==> src/rtl/alu_sequencer.sv <==
// alu_sequencer: instruction sequencer and 4-entry operand register file in
// front of the field ALU. One instruction (ADD, MUL, SQR, LOAD) is accepted at
// a time. Source operands are registered onto the ALU buses and the ALU result
// is written back to the destination register. MUL waits for the multiplier's
// done signal, and a watchdog gives up after TMO cycles.
//
// Ports:
//   clk, rst             clock (rising edge), async active-high reset
//   ins_valid/ins_ready  instruction handshake (ready only in IDLE)
//   ins_op               00 ADD, 01 MUL, 10 SQR, 11 LOAD
//   ins_rd/ra/rb         destination / source A / source B register index
//   ins_data             LOAD immediate
//   rd_sel, rd_data      combinational register read port
//   alu_a, alu_b         registered ALU operands
//   alu_ss/st/sy         registered ALU selects
//   alu_m_start          one-cycle multiplier start pulse
//   alu_y, alu_m_done    ALU result, multiplier completion
//   done, err            completion pulse; err marks a MUL timeout
module alu_sequencer #(
  parameter int unsigned W   = 163,
  parameter int unsigned TMO = 1023
) (
  input  logic         clk,
  input  logic         rst,
  input  logic         ins_valid,
  output logic         ins_ready,
  input  logic [1:0]   ins_op,
  input  logic [1:0]   ins_rd,
  input  logic [1:0]   ins_ra,
  input  logic [1:0]   ins_rb,
  input  logic [W-1:0] ins_data,
  input  logic [1:0]   rd_sel,
  output logic [W-1:0] rd_data,
  output logic [W-1:0] alu_a,
  output logic [W-1:0] alu_b,
  output logic         alu_ss,
  output logic         alu_st,
  output logic         alu_sy,
  output logic         alu_m_start,
  input  logic [W-1:0] alu_y,
  input  logic         alu_m_done,
  output logic         done,
  output logic         err
);

  // Counter only has to hold values up to TMO-1.
  localparam int unsigned CW = (TMO > 1) ? $clog2(TMO) : 1;

  typedef enum logic [1:0] {
    OP_ADD  = 2'b00,
    OP_MUL  = 2'b01,
    OP_SQR  = 2'b10,
    OP_LOAD = 2'b11
  } op_e;

  typedef enum logic [1:0] {
    S_IDLE   = 2'b00,
    S_EXEC   = 2'b01,
    S_MSTART = 2'b10,
    S_MWAIT  = 2'b11
  } state_e;

  state_e            state_q, state_d;
  logic [3:0][W-1:0] regs_q, regs_d;
  logic [W-1:0]      imm_q, imm_d;
  op_e               op_q, op_d;
  logic [1:0]        rd_q, rd_d;
  logic [CW-1:0]     cnt_q, cnt_d;
  logic [W-1:0]      alu_a_d, alu_b_d;
  logic              alu_ss_d, alu_st_d, alu_sy_d;
  logic              alu_m_start_d, done_d, err_d;

  assign ins_ready = (state_q == S_IDLE);
  assign rd_data   = regs_q[rd_sel];

  // Next-state, writeback and registered-output decode.
  always_comb begin
    state_d       = state_q;
    regs_d        = regs_q;
    imm_d         = imm_q;
    op_d          = op_q;
    rd_d          = rd_q;
    cnt_d         = cnt_q;
    alu_a_d       = alu_a;
    alu_b_d       = alu_b;
    alu_ss_d      = alu_ss;
    alu_st_d      = alu_st;
    alu_sy_d      = alu_sy;
    alu_m_start_d = 1'b0;
    done_d        = 1'b0;
    err_d         = 1'b0;

    case (state_q)
      S_IDLE: begin
        if (ins_valid) begin
          // Operands come from regs_q, so a same-edge write never leaks in.
          alu_a_d = regs_q[ins_ra];
          alu_b_d = regs_q[ins_rb];
          op_d    = op_e'(ins_op);
          rd_d    = ins_rd;
          case (op_e'(ins_op))
            OP_ADD: begin
              alu_st_d = 1'b1;
              alu_sy_d = 1'b0;
              state_d  = S_EXEC;
            end
            OP_MUL: begin
              alu_st_d      = 1'b0;
              alu_sy_d      = 1'b0;
              alu_m_start_d = 1'b1;
              state_d       = S_MSTART;
            end
            OP_SQR: begin
              alu_ss_d = 1'b1;
              alu_sy_d = 1'b1;
              state_d  = S_EXEC;
            end
            default: begin
              imm_d   = ins_data;
              state_d = S_EXEC;
            end
          endcase
        end
      end

      S_EXEC: begin
        regs_d[rd_q] = (op_q == OP_LOAD) ? imm_q : alu_y;
        done_d       = 1'b1;
        state_d      = S_IDLE;
      end

      S_MSTART: begin
        cnt_d   = '0;
        state_d = S_MWAIT;
      end

      S_MWAIT: begin
        if (alu_m_done) begin
          regs_d[rd_q] = alu_y;
          done_d       = 1'b1;
          state_d      = S_IDLE;
        end else if (cnt_q == CW'(TMO - 1)) begin
          // Watchdog expired: complete with error, leave destination alone.
          done_d  = 1'b1;
          err_d   = 1'b1;
          state_d = S_IDLE;
        end else begin
          cnt_d = cnt_q + CW'(1);
        end
      end

      default: state_d = S_IDLE;
    endcase
  end

  // State and datapath registers.
  always_ff @(posedge clk or posedge rst) begin
    if (rst) begin
      state_q     <= S_IDLE;
      regs_q      <= '0;
      imm_q       <= '0;
      op_q        <= OP_ADD;
      rd_q        <= 2'd0;
      cnt_q       <= '0;
      alu_a       <= '0;
      alu_b       <= '0;
      alu_ss      <= 1'b1;
      alu_st      <= 1'b0;
      alu_sy      <= 1'b0;
      alu_m_start <= 1'b0;
      done        <= 1'b0;
      err         <= 1'b0;
    end else begin
      state_q     <= state_d;
      regs_q      <= regs_d;
      imm_q       <= imm_d;
      op_q        <= op_d;
      rd_q        <= rd_d;
      cnt_q       <= cnt_d;
      alu_a       <= alu_a_d;
      alu_b       <= alu_b_d;
      alu_ss      <= alu_ss_d;
      alu_st      <= alu_st_d;
      alu_sy      <= alu_sy_d;
      alu_m_start <= alu_m_start_d;
      done        <= done_d;
      err         <= err_d;
    end
  end

endmodule

==> config.mk <==
export PLATFORM = sky130hd
export DESIGN_NAME = alu_sequencer
export DESIGN_NICKNAME = d
export VERILOG_FILES = /design/src/rtl/alu_sequencer.sv
export SDC_FILE = /design/constraint.sdc
export NUM_CORES = 2
export LEC_CHECK = 0
export BUFFER_PORTS_ARGS = -buffer_cell sky130_fd_sc_hd__buf_4
export CORE_ASPECT_RATIO = 2
export CORE_MARGIN = 5
export CORE_UTILIZATION = 45
export DETAILED_ROUTE_END_ITERATION = 16
export GPL_TIMING_DRIVEN = 0
export HOLD_SLACK_MARGIN = 0.1
export PLACE_DENSITY_LB_ADDON = 0.2
export SLEW_MARGIN = 20
export SYNTH_ARGS = -nofsm -noshare
export SYNTH_HDL_FRONTEND = slang
export SYNTH_SLANG_ARGS = --single-unit
==> constraint.sdc <==
create_clock -name clk -period 43.3 [get_ports clk]
set_clock_uncertainty 0.1 [all_clocks]
set_input_delay 8.66 -clock clk [delete_from_list [all_inputs] [get_ports clk]]
set_output_delay 8.66 -clock clk [all_outputs]
set_load 0.005 [all_outputs]
==> flow_summary.yaml <==
drt:
  antenna_left: 0
  drc: 0
  vias: 42800
  first_iter_violations: 3452
  wl_per_cell_um: 28.00
  wirelength_um: 205400
  drt_first_pass_iters: 6
  viasPerCell: 5.833
sta:
  hold_slack_ns: 0.3750
  fin_crit_ns: 19.91
  finalCritPeriodShare: 0.4598
  max_slew_margin: 0.2336
  rsz0062_at_grt: "false"
  layout_setup_ws_ns: 23.39
  worst_pin_slew_ns: 1.150
  finalSetupTns_ns: 0
  setup-violations-final: 0
  drv_slew: 0
  max_freq_mhz: 50.23
  finalHoldViolCount: 0
grt:
  grt_start_max_net_pins: 106
  globalRouteTotalUtil: 0.3089
  grt.overflow.total: 0
  grt_pass1_vias: 45050
  antenna_found_initial: 6
  grt_pass1_wl_um: 301300
yosys:
  synth_area_sq_mm: 0.05542
  synthXorXnorAreaFrac: 0
  synth_area_leaders: "dfrtp_1 (52%), mux4_2 (20%), nand2_1 (10%), o21ai_0 (4.5%), mux2i_1 (3.0%)"
  syn_inst: 4730
  syn_avg_cell_area_sq_um: 11.72
  synth-simple-area-share: 0.1162
  muxShareOfSynthArea: 0.2667
  ys_seq_area_frac: 0.5247
  ys_ff_latch: 1162
  synthDistinctLibCells: 43
  synth_top_area_cell: "dfrtp_1"
  synth_warnings: 0
  synth_top_family_by_area: "multiplexers"
  synth-compound-area-share: 0.06195
  yosysTopAreaCellShare: 0.5247
  syn-num-nets: 5072
  synthAdderAreaFrac: 0.0004515
power_and_ir_drop:
  power_frac_clock: 0.210
  seqPwrFrac: 0.395
  power_frac_comb: 0.395
  leakage_uw: 0.03133
  powerDensity_mw_per_mm2: 73.62
  p_switching_uw: 1889
  p_sw_frac: 0.3785
  max-vdd-ir-drop_v: 0.00004650
  internal_power_uw: 3103
setup_path:
  r2r-start: "state_q[0]$_DFFE_PP0P_"
  critPathRequiredTime_ns: 34.54
  cp.arrival_ns: 11.15
  crit_slowest_cell: "buf_1"
  crit_path_start_kind: "primary input"
  crit_buf_inv: 4
  cpLargestDelayFamily: "buffers and inverters"
  cp-end-kind: "output pin"
  crit_fanout: 10
  ff2ff_setup_slack_ns: 40.03
  rr_worst_depth: 8
  timing.rr.end: "regs_q[495]$_DFFE_PP0P_"
  path_cells: "buf_2, clkbuf_2, buf_1, mux4_2, buf_4"
  cpPeakStageDelay_ns: 0.73
  criticalPathCategory: "in2out"
flow_run:
  cap_violations: 0
final_layout:
  final_cells: 7337
  area_growth_syn_to_layout_pct: 22.36
  nets: 6022
  fillCellCount: 10770
  layout.cells.most_common_list: "nand2_1 (1,491), dfrtp_1 (1,162), buf_4 (839)"
  drive_gt1_frac: 0.3159
  multiInputGateArea_sq_mm: 0.02468
  final_common_cell: "nand2_1"
  regArea_sq_mm: 0.02908
clocking:
  cts_hold_buffers: 0
  cts_max_level: 3
  cts_sinks: 1162
  worstSkewPairLatency_ns: 0.74
  clk_pin_slew_ns: 0.06
  numCtsBuffers: 107
  tritoncts: "yes"
  cts_setup_buffers: 0
  cts_max_path_buffers: 3
  cts-resized-gates: 0
  root_buffer: "clkbuf_16"
die:
  die_h_um: 506.3
  std_cell_rows: 182
  initial_core_util: 0.4515
  die_w_um: 258.2
  core_sq_mm: 0.1227
  io_pins: 836
  design.die.area_sq_mm: 0.1307
place:
  dp_hpwl_um: 156900
  pre_cts_slack_ns: 23.42
  gp_congestion: 0.9033
  portBuffers: 828
  dp_cells: 7135
worst_hold_path:
  min_to: "alu_a[113]$_DFFE_PP0P_"
  hp-start: "alu_a[113]$_DFFE_PP0P_"
  hold_class: "reg2reg"
  holdPathStages: 2
status:
  outcome: "finished, final reports clean"
==> layout make-up <==
type,count,share of cell area
Antenna cell,3,0.0001107
Buffer,369,0.02439
Clock buffer,142,0.04439
Clock inverter,57,0.01207
Inverter,6,0.0004428
Multi-Input combinational cell,3193,0.3640
Sequential cell,1162,0.4288
Tap cell,1564,0.02886
Timing Repair Buffer,841,0.09694
==> kinds of logic after synthesis <==
logic type                 count (synthesis)
DFF                                     1162
AOI/OAI and AO/OA                        678
buffers and inverters                    375
other                                      1
and+or+nand+nor                         1693
muxes                                    819
adders and majority gates                  2
==> power by group through the flow <==
stage | Combinational, uW | Sequential (uW) | Clock, uW
final | 1970 | 1970 | 1050
after global routing | 2140 | 2030 | 1100
after CTS | 1980 | 1960 | 1060
after detailed placement | 1970 | 1980 | 0
after global placement | 1930 | 1950 | 0
after floorplan | 1110 | 1870 | 0
==> layer usage <==
metal  GRT usage  part of all wire
met1      0.3491              0.35
met2      0.5448              0.52
met3     0.08534             0.086
met4      0.1395             0.051
met5           0           0.00012
==> metrics by stage <==
step             util  power, uW  instance area [sq um]
6_report       0.5525       4992                  67810
5_1_grt        0.5525       5270                  67810
4_1_cts        0.5524       5005                  67800
3_5_place_dp   0.5212       3950                  63980
3_3_place_gp   0.5181       3879                  63590
2_1_floorplan       -       2989                  55420
==> registers in the layout, summed over array words and instances, names as in the netlist, 2 cells and up <==
name	flops
op_q	2
alu_a	163
imm_q	163
regs_q	652
rd_q	2
cnt_q	10
state_q	2
alu_b	163
==> worst max path at each step <==
stage / start / to / cells past startpoint
final: rd_sel[0] / rd_data[142] / 5
after global routing: rd_sel[1] / rd_data[142] / 5
after CTS: rd_sel[1] / rd_data[142] / 5
after detailed placement: rd_sel[1] / rd_data[142] / 5
after global placement: rst / imm_q[138]$_DFFE_PP0P_ / 2
after floorplan: rst / alu_a[0]$_DFFE_PP0P_ / 1
==> synth_stat cells <==
cell,number
mux2i_1,167
mux2_2,93
buf_1,28
and3_1,7
and4_1,1
conb_1,1
o21ai_0,493
nand2_1,1491
dfrtp_1,1162
inv_2,2
a41oi_1,2
ha_1,2
buf_4,11
nand3_1,1
o2bb2ai_1,1
nand2b_1,4
o221ai_1,1
o32ai_1,1
clkbuf_1,212
and2_1,1
nor2_1,170
nor4_1,1
o22ai_1,1
or2_2,1
a22o_1,1
a21oi_1,171
mux4_2,489
inv_1,4
nor3_1,6
nand4_1,4
buf_2,108
o21ai_1,1
o22a_1,1
buf_6,10
nor3b_1,2
o31ai_1,1
a31oi_1,1
nor2b_1,1
a21o_1,1
o21a_1,1
a311oi_1,1
nand4b_1,3
mux2_4,70
==> worst min-delay path, delay by kind of cell, from the launching register on <==
family	cells	cell delay, ns
flops	1	0.34
simple gates	2	0.10
Note: power is estimated with default switching activity, not from simulation.
